`config.mk`:
```
export PLATFORM = sky130hd
export DESIGN_NAME = addsub_seq_flat
export DESIGN_NICKNAME = d
export VERILOG_FILES = /design/src/rtl/addsub_seq_if.sv /design/src/rtl/addsub_seq.sv /design/src/flat_wrapper.sv
export SDC_FILE = /design/constraint.sdc
export NUM_CORES = 1
export LEC_CHECK = 0
export BUFFER_PORTS_ARGS = -buffer_cell sky130_fd_sc_hd__buf_4
export CAP_MARGIN = 30
export CORE_UTILIZATION = 40
export DETAILED_ROUTE_END_ITERATION = 12
export MAX_ROUTING_LAYER = met4
export SYNTH_ARGS = -nofsm -noshare
export SYNTH_HDL_FRONTEND = slang
export SYNTH_SLANG_ARGS = --single-unit
```
`constraint.sdc`:
```
create_clock -name clk -period 8.82 [get_ports clk]
set_clock_uncertainty 0.15 [all_clocks]
set_input_delay 0.882 -clock clk [delete_from_list [all_inputs] [get_ports clk]]
set_output_delay 0.882 -clock clk [all_outputs]
set_load 0.005 [all_outputs]
```
`src/rtl/addsub_seq_if.sv`:
```
// Handshake/operand/flag bundle for addsub_seq.
// The acc select only exists when ADDSUB_SEQ_ACC_EN is defined.
interface addsub_seq_if #(
    parameter int WIDTH = 16
);
    logic             start;
    logic             mode;
    logic [WIDTH-1:0] a;
    logic [WIDTH-1:0] b;
`ifdef ADDSUB_SEQ_ACC_EN
    logic             acc;
`endif
    logic             busy;
    logic             done;
    logic [WIDTH-1:0] result;
    logic             carry;
    logic             overflow;
    logic             zero;
    logic             negative;

    modport master (
        output start, mode, a, b,
`ifdef ADDSUB_SEQ_ACC_EN
        output acc,
`endif
        input  busy, done, result, carry, overflow, zero, negative
    );

    modport slave (
        input  start, mode, a, b,
`ifdef ADDSUB_SEQ_ACC_EN
        input  acc,
`endif
        output busy, done, result, carry, overflow, zero, negative
    );
endinterface

```
`src/rtl/addsub_seq.sv`:
```
// Multi-cycle two's-complement adder/subtractor, CHUNK bits per clock.
// Optional accumulate source (result register as operand A) under ADDSUB_SEQ_ACC_EN.
module addsub_seq #(
    parameter int WIDTH = 16,
    parameter int CHUNK = 4
) (
    input logic        clk,
    input logic        rst,
    addsub_seq_if.slave bus
);
    localparam int L     = WIDTH / CHUNK;
    localparam int IDX_W = (L > 1) ? $clog2(L) : 1;
    localparam logic [IDX_W-1:0] LAST = IDX_W'(L - 1);

    typedef enum logic [1:0] {IDLE, RUN, DONE} state_t;

    state_t           state, state_nxt;
    logic [WIDTH-1:0] op_a, op_b, result_q, res_nxt, src_a;
    logic [IDX_W-1:0] idx;
    logic             cy;
    logic             carry_q, ovf_q, zero_q, neg_q;
    logic             accept, last, msb_cin;
    logic [CHUNK-1:0] sl_a, sl_b;
    logic [CHUNK:0]   slice_sum;

    // A new op is taken whenever the unit is not mid-computation.
    assign accept = (state != RUN) && bus.start;
    assign last   = (idx == LAST);

`ifdef ADDSUB_SEQ_ACC_EN
    assign src_a = bus.acc ? result_q : bus.a;
`else
    assign src_a = bus.a;
`endif

    always_ff @(posedge clk) begin
        if (rst) state <= IDLE;
        else     state <= state_nxt;
    end

    always_comb begin
        state_nxt = state;
        case (state)
            IDLE:    if (accept) state_nxt = RUN;
            RUN:     if (last)   state_nxt = DONE;
            DONE:    state_nxt = accept ? RUN : IDLE;
            default: state_nxt = IDLE;
        endcase
    end

    always_comb begin
        sl_a      = op_a[idx*CHUNK +: CHUNK];
        sl_b      = op_b[idx*CHUNK +: CHUNK];
        slice_sum = {1'b0, sl_a} + {1'b0, sl_b} + {{CHUNK{1'b0}}, cy};
        // Carry into the slice MSB recovered from its sum bit: a ^ b ^ cin.
        msb_cin   = sl_a[CHUNK-1] ^ sl_b[CHUNK-1] ^ slice_sum[CHUNK-1];
        res_nxt   = result_q;
        res_nxt[idx*CHUNK +: CHUNK] = slice_sum[CHUNK-1:0];
    end

    always_ff @(posedge clk) begin
        if (rst) begin
            op_a     <= '0;
            op_b     <= '0;
            idx      <= '0;
            cy       <= 1'b0;
            result_q <= '0;
            carry_q  <= 1'b0;
            ovf_q    <= 1'b0;
            zero_q   <= 1'b0;
            neg_q    <= 1'b0;
        end else if (accept) begin
            op_a <= src_a;
            op_b <= bus.b ^ {WIDTH{bus.mode}};
            cy   <= bus.mode;
            idx  <= '0;
        end else if (state == RUN) begin
            result_q <= res_nxt;
            cy       <= slice_sum[CHUNK];
            idx      <= idx + IDX_W'(1);
            if (last) begin
                carry_q <= slice_sum[CHUNK];
                ovf_q   <= msb_cin ^ slice_sum[CHUNK];
                zero_q  <= (res_nxt == '0);
                neg_q   <= res_nxt[WIDTH-1];
            end
        end
    end

    assign bus.busy     = (state == RUN);
    assign bus.done     = (state == DONE);
    assign bus.result   = result_q;
    assign bus.carry    = carry_q;
    assign bus.overflow = ovf_q;
    assign bus.zero     = zero_q;
    assign bus.negative = neg_q;
endmodule

```
`src/flat_wrapper.sv`:
```
// flat-port wrapper written by rule: the top's interface ports become plain ports
module addsub_seq_flat 
#(
    parameter int WIDTH = 16,
    parameter int CHUNK = 4
)
  (clk, rst, bus_start, bus_mode, bus_a, bus_b, bus_busy, bus_done, bus_result, bus_carry, bus_overflow, bus_zero, bus_negative);
  addsub_seq_if #(.WIDTH(WIDTH)) bus_i ();
  input logic clk;
  input logic rst;
  input wire logic [$bits(bus_i.start)-1:0] bus_start;
  input wire logic [$bits(bus_i.mode)-1:0] bus_mode;
  input wire logic [$bits(bus_i.a)-1:0] bus_a;
  input wire logic [$bits(bus_i.b)-1:0] bus_b;
  output wire logic [$bits(bus_i.busy)-1:0] bus_busy;
  output wire logic [$bits(bus_i.done)-1:0] bus_done;
  output wire logic [$bits(bus_i.result)-1:0] bus_result;
  output wire logic [$bits(bus_i.carry)-1:0] bus_carry;
  output wire logic [$bits(bus_i.overflow)-1:0] bus_overflow;
  output wire logic [$bits(bus_i.zero)-1:0] bus_zero;
  output wire logic [$bits(bus_i.negative)-1:0] bus_negative;
  assign bus_i.start = bus_start;
  assign bus_i.mode = bus_mode;
  assign bus_i.a = bus_a;
  assign bus_i.b = bus_b;
  assign bus_busy = bus_i.busy;
  assign bus_done = bus_i.done;
  assign bus_result = bus_i.result;
  assign bus_carry = bus_i.carry;
  assign bus_overflow = bus_i.overflow;
  assign bus_zero = bus_i.zero;
  assign bus_negative = bus_i.negative;
  addsub_seq #(.WIDTH(WIDTH), .CHUNK(CHUNK)) u_core (.clk(clk), .rst(rst), .bus(bus_i));
endmodule
```
After elaboration in Yosys (flattened, before gate mapping)
Index checks and enable logic that the tools add are counted.
{"block": "op_classes", "addsub": 4, "eq_ne": 6, "shifts": 4, "mux": 7, "bitwise": 5, "n_reduce_logical": 8}
{"op": "$neg 4->34", "n": 1}
{"op": "$shift 4x34->16 const A", "n": 1}
{"op": "$shiftx 4x34->16", "n": 1}
{"op": "$shiftx 16x5->4", "n": 2}
{"op": "$bwmux 16", "n": 1}
{"op": "$logic_not 16->1", "n": 1}
{"op": "$xor 16x16->16", "n": 1}
{"op": "$ne 2x1->1 const B", "n": 3}
{"op": "$pmux 2 s3", "n": 1}
{"op": "$add 4x4->5", "n": 1}
{"op": "$add 5x1->5", "n": 1}
{"op": "$eq 2x2->1 const B", "n": 2}
{"op": "$mux 2", "n": 2}
{"op": "$reduce_and 2->1", "n": 2}
{"op": "$mux 1", "n": 3}
{"op": "$reduce_and 3->1", "n": 1}
{"op": "$xor 1x1->1", "n": 3}
{"op": "$add 2x1->2 const B", "n": 1}
{"op": "$eq 2x1->1 const B", "n": 1}
{"op": "$logic_not 2->1", "n": 1}
{"op": "$reduce_bool 2->1", "n": 1}
{"op": "$reduce_or 2->1", "n": 1}
{"op": "$logic_and 1x1->1", "n": 1}
{"op": "$not 1->1", "n": 1}
{"block": "word_totals", "reg_bits": 57, "in_bits": 36, "output_inout_bits": 22, "wordCells": 44}

Longest topological paths before layout
Gate-level depths: netlist (run 1).
{"block": "depth", "depth_word": 6, "ltp_mapped": 10, "ltp_nobuf": 9}

Worst setup path before layout (run 1)
Ideal clock, no wire load.
{"block": "synth_timing", "kind": "register -> register", "from": "register u_core.idx[0]", "to": "register u_core.result_q[13] (netlist: u_core.bus.result[13])", "setup_ps": 86, "t_arrival_ps": 2761, "required_ps": 8584, "slack_ps": 5824, "path_stages_with_launch": 10, "n_path_buf": 1, "period_less_slack_ps": 2996, "path_cell_list": "dfxtp_1 -> buf_2 -> mux4_2 -> fa_1 -> inv_1 -> fa_1 -> nor2_1 -> nor4b_1 -> a21oi_1 -> a211oi_1"}
{"block": "synth_via", "elab_chain_cells": 5, "word_cells_on_any_way": 8, "classes_between": "3 x add/sub; 4 x shift; 1 x mux"}
{"item": "start, declared", "line_no": "addsub_seq.sv:19", "text": "logic [IDX_W-1:0] idx;"}
{"item": "start signal, assigned", "line_no": "addsub_seq.sv:80", "text": "idx <= idx + IDX_W'(1);"}
{"item": "$shiftx 16x5->4, on equally long branches", "line_no": "addsub_seq.sv:52, addsub_seq.sv:53"}
{"item": "$add 4x4->5", "line_no": "addsub_seq.sv:54", "text": "slice_sum = {1'b0, sl_a} + {1'b0, sl_b} + {{CHUNK{1'b0}}, cy};"}
{"item": "$add 5x1->5", "line_no": "addsub_seq.sv:54"}
{"item": "$shiftx 4x34->16", "line_no": "addsub_seq.sv:58", "text": "res_nxt[idx*CHUNK +: CHUNK] = slice_sum[CHUNK-1:0];"}
{"item": "$bwmux 16 (*)", "line_no": "addsub_seq.sv:58"}
{"item": "end signal, assigned", "line_no": "addsub_seq.sv:78", "text": "result_q <= res_nxt;"}
{"item": "end, declared", "line_no": "addsub_seq.sv:18", "text": "logic [WIDTH-1:0] op_a, op_b, result_q, res_nxt, src_a;"}
Every way passes the cells marked *; elsewhere a longest branch is shown, timed or not.
A chain may end at the register's enable or synchronous reset.

Worst setup path in the final report (run 1)
Same ends and word-level chain as after synthesis.

==> results.toml, run 1 <==
[global_routing]
grt.overflow.total = 0
grt_pass1_wl_mm = 10.3
grt_util_all_layers_pct = 18.8
grt_pass1_vias = 2200
antenna_found_initial = 0
grt_max_degree = 58

[worst_setup_path]
cp_num_buf_inv = 1
cp_slowest_cell = "dfxtp_1"
rrSetupSlack_ns = 5.46
crit_required_ns = 8.92
slowest_delay_ns = 0.86
crit_family = "adder cells"
worst_setup_path_start_kind = "flop"
cp.arrival_ns = 3.46
path_cells = "mux4_2, fa_1, inv_1, fa_1, nor2_1, nor4b_1, a21oi_1, a211oi_1"
path_common_cell = "fa_1"
worstSetupEndpointType = "flop"
path_class = "flop to flop"
crit_fanout = 17

[logic_synthesis]
synth_nets = 354
synth_cell_types = 36
yosysWarnings = 0
seq_area_frac_synth_pct = 41.5
syn_inst = 307
async_flop_share_pct = 0
synth_area_per_cell_um2 = 8.95
ys_ff_latch = 57
synth_edf_count = 0
synth_area_mm2 = 0.00275
synth_top_flop_cell = "dfxtp_1"

[layout]
area_delta_synth_final_pct = 23.1
final_common_cell = "buf_4"
antenna_cells = 0
drive_above_1_share_pct = 23.0
final_nets = 403
stdcell_count = 438
finish.instance_area_mm2 = 0.00338
fin_util_pct = 52.0
final_cell_mix = "buf_4 (58), dfxtp_1 (57), nor2_1 (46)"

[timing]
hold_violations = 0
finalSetupViolCount = 0
min_period_over_period_pct = 38.0
relSlewSlack_pct = 44.8
worst_pin_slew_ns = 0.827
finalMaxSlewViolations = 0
layout_min_cycle_time_ns = 3.36
rsz0062_at_grt = "no"
setup_tns_ns = 0
max_freq_mhz = 298

[clock_network]
cts_buffer_depth = 2
post_cts_buffers = 0
cts_buffers = 9
post_cts_resized = 0
clkTransAtPathRegs_ns = 0.06
cts_sinks = 57
htreeDepth = 3
hold_buffers = 0
cts_tree = "yes"
clock_tree.root_cell = "clkbuf_8"
insertion_delay_ns = 0.33

[outcome]
violations = "DRC"
status = "finished, violations left"

[routing]
wl_met2_mm = 2.80
drt_wl_total_mm = 6.07
vias = 2301
drt-met1-wl_mm = 2.95
via_per_inst = 5.25
detail_route.wl_per_cell_um = 13.8
drc = 2
drt-pass1-iter-count = 8
ant_nets = 0
dr_wl_met3_um = 288
initialDrtViolationCount = 127
dr.max_layer_used = "met4"

[placed_design]
place.gp.congestion = 0.865
io_buffer_count = 57
dp.cells = 422
dp_hpwl_mm = 4.23
postPlaceCellArea_mm2 = 0.00319

[pwr]
cellPowerDensity_mw_per_mm2 = 183
ir_drop_v = 0.000115
p_leak_nw = 1.35
power_mw = 0.620

[floorplan]
die_area_mm2 = 0.00720
ios = 58
core_mm2 = 0.00649
dieHeight_um = 84.9
die_w_um = 84.9
start_util_pct = 42.3
row_count = 29

[min_path]
hold_class = "flop to flop"

[flow_run]
cap_viol_max_count = 0
==> report_power, final <==
part           internal [mW]  switching [mW]  total (mW)
clock                  0.137          0.0971       0.235
sequential             0.272          0.0106       0.283
combinational         0.0477          0.0548       0.103
total                  0.457           0.163       0.620
==> cell type report <==
class,count,area [µm²]
tap,77,96.3
timing repair buffer,58,435
inverter,12,45.0
clock buffer,13,149
fill,629,3120
sequential,57,1140
clock inverter,3,40.0
multi-input combinational,218,1470
==> worst paths after layout <==
| path | from | cells past startpoint | end |
|---|---|---|---|
| max reg2reg | u_core.idx[0] | 8 | u_core.bus.result[13] |
| max | u_core.idx[0] | 8 | u_core.bus.result[13] |
| min | u_core.op_a[6] | 2 | u_core.op_a[6] |
| min reg2reg | u_core.op_a[6] | 2 | u_core.op_a[6] |
==> Yosys cell counts, types with 2 or more instances <==
master	n	area share, %
fa_1	2	1.5
nand2b_1	3	0.68
and2_1	3	0.68
nor3_1	8	1.5
dfxtp_1	57	42
nor2_1	46	6.3
buf_2	10	1.8
xnor2_1	18	5.7
a21oi_1	25	4.6
clkbuf_1	10	1.4
nor4_1	3	0.68
inv_1	12	1.6
a32oi_1	6	1.9
nor2b_1	2	0.46
a22oi_1	4	1.1
a21o_1	2	0.55
a211oi_1	22	6.0
mux4_2	8	6.6
nand2_1	41	5.6
ha_1	9	4.1
==> worst register-to-register path, cell delays in order, from the launching register on <==
cell,delay [ns]
dfxtp_1,0.86
mux4_2,0.62
fa_1,0.42
inv_1,0.08
fa_1,0.48
nor2_1,0.11
nor4b_1,0.24
a21oi_1,0.10
a211oi_1,0.22
==> through the flow <==
stage / hold WS [ns] / setup WS, ns
after floorplan: 0.283 / 5.82
after global placement: 0.291 / 5.54
final: 0.305 / 5.46
after CTS: 0.306 / 5.45
after global routing: 0.328 / 5.11
after detailed placement: 0.297 / 5.48
==> state kept, by name (all words and copies together) (netlist names) <==
register             cells
u_core.bus.result       16
u_core.op_a             16
u_core.op_b             16
u_core.idx               2
u_core.state             2
u_core.bus.carry         1
u_core.bus.negative      1
u_core.bus.overflow      1
u_core.bus.zero          1
u_core.cy                1
==> cell families (layout without fill, tap and decap cells) <==
family | Yosys count | count (layout) | synth area share (%)
and+or+nand+nor | 111 | 111 | 17.4
buffers and inverters | 32 | 86 | 4.83
DFF | 57 | 57 | 41.5
AOI/OAI and AO/OA | 68 | 68 | 17.4
xor gates and xnor gates | 19 | 19 | 6.33
muxes | 9 | 9 | 6.92
adders and majority gates | 11 | 11 | 5.56
==> per-layer routing <==
metal / vias to the layer above / track usage, %
met5: - / -
met4: 0 / 5.55
met3: 4 / 6.03
met2: 55 / 28.6
met1: 1060 / 24.0
li1: 1182 / -
No activity file was read; power rests on OpenSTA's default activity.
==> run 2, diff against run 1 <==
Clock period 8.82 ns to 3.37 ns, I/O delays scaled along.
==> results.toml, run 2 (synthesis results as in run 1) <==
[outcome]
status = "finished, violations left"
violations = "DRC"

[timing]
setup_tns_ns = 0
worst_pin_slew_ns = 0.865
hold_violations = 0
finalMaxSlewViolations = 0
rsz0062_at_grt = "no"
finalSetupViolCount = 0
min_period_over_period_pct = 89.3
layout_min_cycle_time_ns = 3.01
relSlewSlack_pct = 42.3
max_freq_mhz = 332

[floorplan]
dieHeight_um = 84.9
ios = 58
die_area_mm2 = 0.00720
die_w_um = 84.9
row_count = 29
core_mm2 = 0.00649
start_util_pct = 42.3

[worst_setup_path]
crit_family = "adder cells"
startpoint = "u_core.idx[0]"
path_cells = "mux4_2, fa_1, inv_1, fa_1, nor2_1, nor4b_1, a21oi_1, a211oi_1"
rr_endpoint = "u_core.bus.result[13]"
slowest_delay_ns = 0.57
worstSetupEndpointType = "flop"
regToRegStartpoint = "u_core.idx[0]"
cp_slowest_cell = "mux4_2"
path_class = "flop to flop"
worst_setup_path_start_kind = "flop"
crit_required_ns = 3.47
rrSetupSlack_ns = 0.36
cp_num_buf_inv = 1
path_common_cell = "fa_1"
crit_fanout = 7
r2r_cells = 8
cp.arrival_ns = 3.11

[pwr]
p_seq_share_pct = 45.1
cellPowerDensity_mw_per_mm2 = 478
p_leak_nw = 1.37
p_switching_mw = 0.431
power.internal_mw = 1.20
ir_drop_v = 0.000249
p_comb_share_pct = 17.1
pwr-share-clk_pct = 37.7
swShare_pct = 26.4

[layout]
finish.instance_area_mm2 = 0.00341
final_cell_mix = "buf_4 (60), dfxtp_1 (57), nor2_1 (46)"
final_common_cell = "buf_4"
area_delta_synth_final_pct = 24.3
final_nets = 406
antenna_cells = 0
final.fill_count = 651
fin_util_pct = 52.6
drive_above_1_share_pct = 23.6

[global_routing]
antenna_found_initial = 0
grt_pass1_wl_mm = 10.3
grt_max_degree = 58
grt_pass1_vias = 2149
grt.overflow.total = 0
grt_util_all_layers_pct = 19.0

[routing]
initialDrtViolationCount = 105
ant_nets = 0
drt-pass1-iter-count = 9
vias = 2335
drc = 2
via_per_inst = 5.29
drt_wl_total_mm = 6.21
detail_route.wl_per_cell_um = 14.1

[min_path]
hold_class = "primary input to flop"
holdPathStages = 3
holdCritStartpoint = "bus_a[13]"
min_to = "u_core.op_a[13]"

[clock_network]
cts_buffers = 9
post_cts_resized = 0
insertion_delay_ns = 0.33
cts_tree = "yes"
post_cts_buffers = 0
cts_buffer_depth = 2
clock_tree.root_cell = "clkbuf_8"
htreeDepth = 3
clkTransAtPathRegs_ns = 0.06
cts_sinks = 57
hold_buffers = 0

[placed_design]
dp_hpwl_mm = 4.42
place.gp.congestion = 0.856
io_buffer_count = 57
postPlaceCellArea_mm2 = 0.00323

[flow_run]
cap_viol_max_count = 0
## run 2: changes by cell type in the layout (fill, tap and decap cells not counted)
cell | previous run | this run
buf_4 | 58 | 60
buf_12 | 0 | 1
## run 2: final cells by class
type                       instances  area [µm²]  share of cell area, %
inverter                          12        45.0                   1.32
multi-input combinational        218        1470                   43.1
tap                               77        96.3                   2.82
sequential                        57        1140                   33.4
timing repair buffer              61         470                   13.8
clock inverter                     3        40.0                   1.17
clock buffer                      13         149                   4.36
## run 2: stage by stage
step                      cells  worst slack [ns]  hold WS, ns  total power [mW]
after CTS                   441             0.358       0.0788              1.66
after detailed placement    425             0.376        0.295              1.03
after global routing        441            0.0715       0.0790              1.72
after global placement      425             0.444        0.294              1.03
final                       441             0.359       0.0969              1.63
after floorplan             307             0.374        0.272             0.937
## run 2: layer usage
| metal | GRT usage, % | part of all wire (%) | wire length (µm) |
|---|---|---|---|
| met1 | 24.6 | 49 | 3070 |
| met2 | 27.9 | 45 | 2780 |
| met3 | 5.93 | 4.6 | 284 |
| met4 | 6.93 | 1.3 | 80 |
| met5 | - | 0 | 0 |
## run 2: worst max-delay path by stage
| stage | to | cells after the start | slack, ns |
|---|---|---|---|
| CTS | u_core.bus.result[13] | 8 | 0.36 |
| finish | u_core.bus.result[13] | 8 | 0.36 |
| floorplan | u_core.bus.result[13] | 9 | 0.37 |
| global placement | u_core.bus.result[13] | 8 | 0.44 |
| detailed placement | u_core.bus.result[13] | 8 | 0.38 |
| global route | u_core.bus.result[13] | 8 | 0.07 |
## run 2: worst register-to-register path: stages, from the launching register on
cell and delay [ns]:
dfxtp_1 0.55, mux4_2 0.57, fa_1 0.43, inv_1 0.08, fa_1 0.48, nor2_1 0.11, nor4b_1 0.24, a21oi_1 0.09
a211oi_1 0.22
## run 2: power groups by stage
stage                     Combinational [mW]  Clock [mW]  Sequential (mW)
after global routing                   0.308       0.667            0.742
after detailed placement               0.280           0            0.751
after global placement                 0.276           0            0.752
after floorplan                        0.194           0            0.743
after CTS                              0.280       0.639            0.737
final                                  0.280       0.616            0.737
==> run 3, diff against run 2 <==
Settings changed: CORE_UTILIZATION 40 to 54, PLACE_DENSITY set to 0.79, TNS_END_PERCENT set to 20.
==> results.toml, run 3 (synthesis results as in run 1) <==
[timing]
max_freq_mhz = 336
hold_ws_ns = 0.0960
rsz0062_at_grt = "no"
min_period_over_period_pct = 88.4
layout_min_cycle_time_ns = 2.98
fin_ws_ns = 0.390
finalSetupViolCount = 0
worst_pin_slew_ns = 0.689
relSlewSlack_pct = 53.7
finalMaxSlewViolations = 0
hold_violations = 0
setup_tns_ns = 0

[clock_network]
insertion_delay_ns = 0.34
htreeDepth = 3
cts_buffer_depth = 2
cts_tree = "yes"
clock_tree.root_cell = "clkbuf_8"
post_cts_buffers = 0
cts_sinks = 57
post_cts_resized = 0
clkTransAtPathRegs_ns = 0.06
hold_buffers = 0
cts_buffers = 9

[global_routing]
antenna_found_initial = 0
grt_max_degree = 58
grt_pass1_vias = 2158
grt_util_all_layers_pct = 25.4
grt_pass1_wl_mm = 9.96
grt.overflow.total = 0
busiest_layer = "met2"
use_met1_pct = 32.5
use_met2_pct = 37.2
global_route.usage.met3_pct = 6.58

[floorplan]
die_w_um = 73.3
ios = 58
start_util_pct = 57.0
core_mm2 = 0.00482
dieHeight_um = 73.3
die_area_mm2 = 0.00538
row_count = 25

[worst_setup_path]
worstSetupEndpointType = "flop"
worst_setup_path_start_kind = "flop"
crit_fanout = 6
crit_required_ns = 3.47
path_common_cell = "fa_1"
slowest_delay_ns = 0.57
cp_slowest_cell = "mux4_2"
cp.arrival_ns = 3.08
path_cells = "mux4_2, fa_1, inv_1, fa_1, nor2_1, nor4b_1, a21oi_1, a211oi_1"
path_class = "flop to flop"

[flow_run]
cap_viol_max_count = 0

[placed_design]
dp_slack_ns = 0.393
place.gp.congestion = 0.897
dp.cells = 415
dp_hpwl_mm = 4.22
io_buffer_count = 57

[outcome]
status = "finished clean"

[pwr]
cellPowerDensity_mw_per_mm2 = 470
ir_drop_v = 0.000293
power_mw = 1.59
p_leak_nw = 1.37

[min_path]
hold_class = "primary input to flop"

[layout]
stdcell_count = 430
final.fill_count = 408
antenna_cells = 0
area_delta_synth_final_pct = 23.1
drive_above_1_share_pct = 24.2
final_nets = 406
final_cell_mix = "buf_4 (61), dfxtp_1 (57), nor2_1 (46)"
final_common_cell = "buf_4"

[routing]
detail_route.wl_per_cell_um = 13.8
drt-pass1-iter-count = 4
initialDrtViolationCount = 289
drc = 0
via_per_inst = 5.38
vias = 2315
drt_wl_total_mm = 5.94
ant_nets = 0
[run 3: cell types whose count changed in the layout (fill, tap and decap cells not counted), sizes merged]
cell / change
bufinv: -1
clkbuf: -1
clkinv: +1
[run 3: where the power goes]
group	switching, mW	internal, mW	leakage, nW
Combinational	0.146	0.127	0.805
Sequential	0.0251	0.712	0.467
Clock	0.258	0.319	0.0980
[run 3: cell type report]
cell class                      count  area (µm²)  share of cell area [%]
Tap cell                           67        83.8                    2.48
Clock buffer                       12         165                    4.89
Multi-Input combinational cell    218        1470                    43.6
Inverter                           12        45.0                    1.33
Sequential cell                    57        1140                    33.8
Clock inverter                      3        15.0                   0.444
Timing Repair Buffer               61         458                    13.5
[run 3: metrics by stage]
step | area (µm²) | utilization [%]
3_5_place_dp | 3200 | 66.4
3_3_place_gp | 3200 | 66.4
6_report | 3380 | 70.2
5_1_grt | 3380 | 70.2
4_1_cts | 3380 | 70.2
2_1_floorplan | 2750 | -
[run 3: critical path, delay by kind of cell (launching register included)]
family / cells / cell delay, ns
DFF: 1 / 0.53
AOI/OAI and AO/OA: 2 / 0.33
adders and majority gates: 2 / 0.89
muxes: 1 / 0.57
and+or+nand+nor: 2 / 0.34
buffers and inverters: 1 / 0.08
[run 3: layer usage]
metal  share of wire, %  vias up  routed length (µm)
met1                 47     1046                2770
met2                 46       80                2730
met4                1.9        0                 112
met3                5.6       15                 331
li1                   -     1174                   -
met5                  0        -                   0
[run 3: worst paths after layout]
check                                     start                     to  slack (ns)  depth (start not counted)
worst max register to register    u_core.idx[0]  u_core.bus.result[13]        0.39                          8
worst min register to register  u_core.op_a[10]        u_core.op_a[10]        0.31                          2
worst min-delay path                  bus_a[12]        u_core.op_a[12]         0.1                          3
worst max-delay path              u_core.idx[0]  u_core.bus.result[13]        0.39                          8
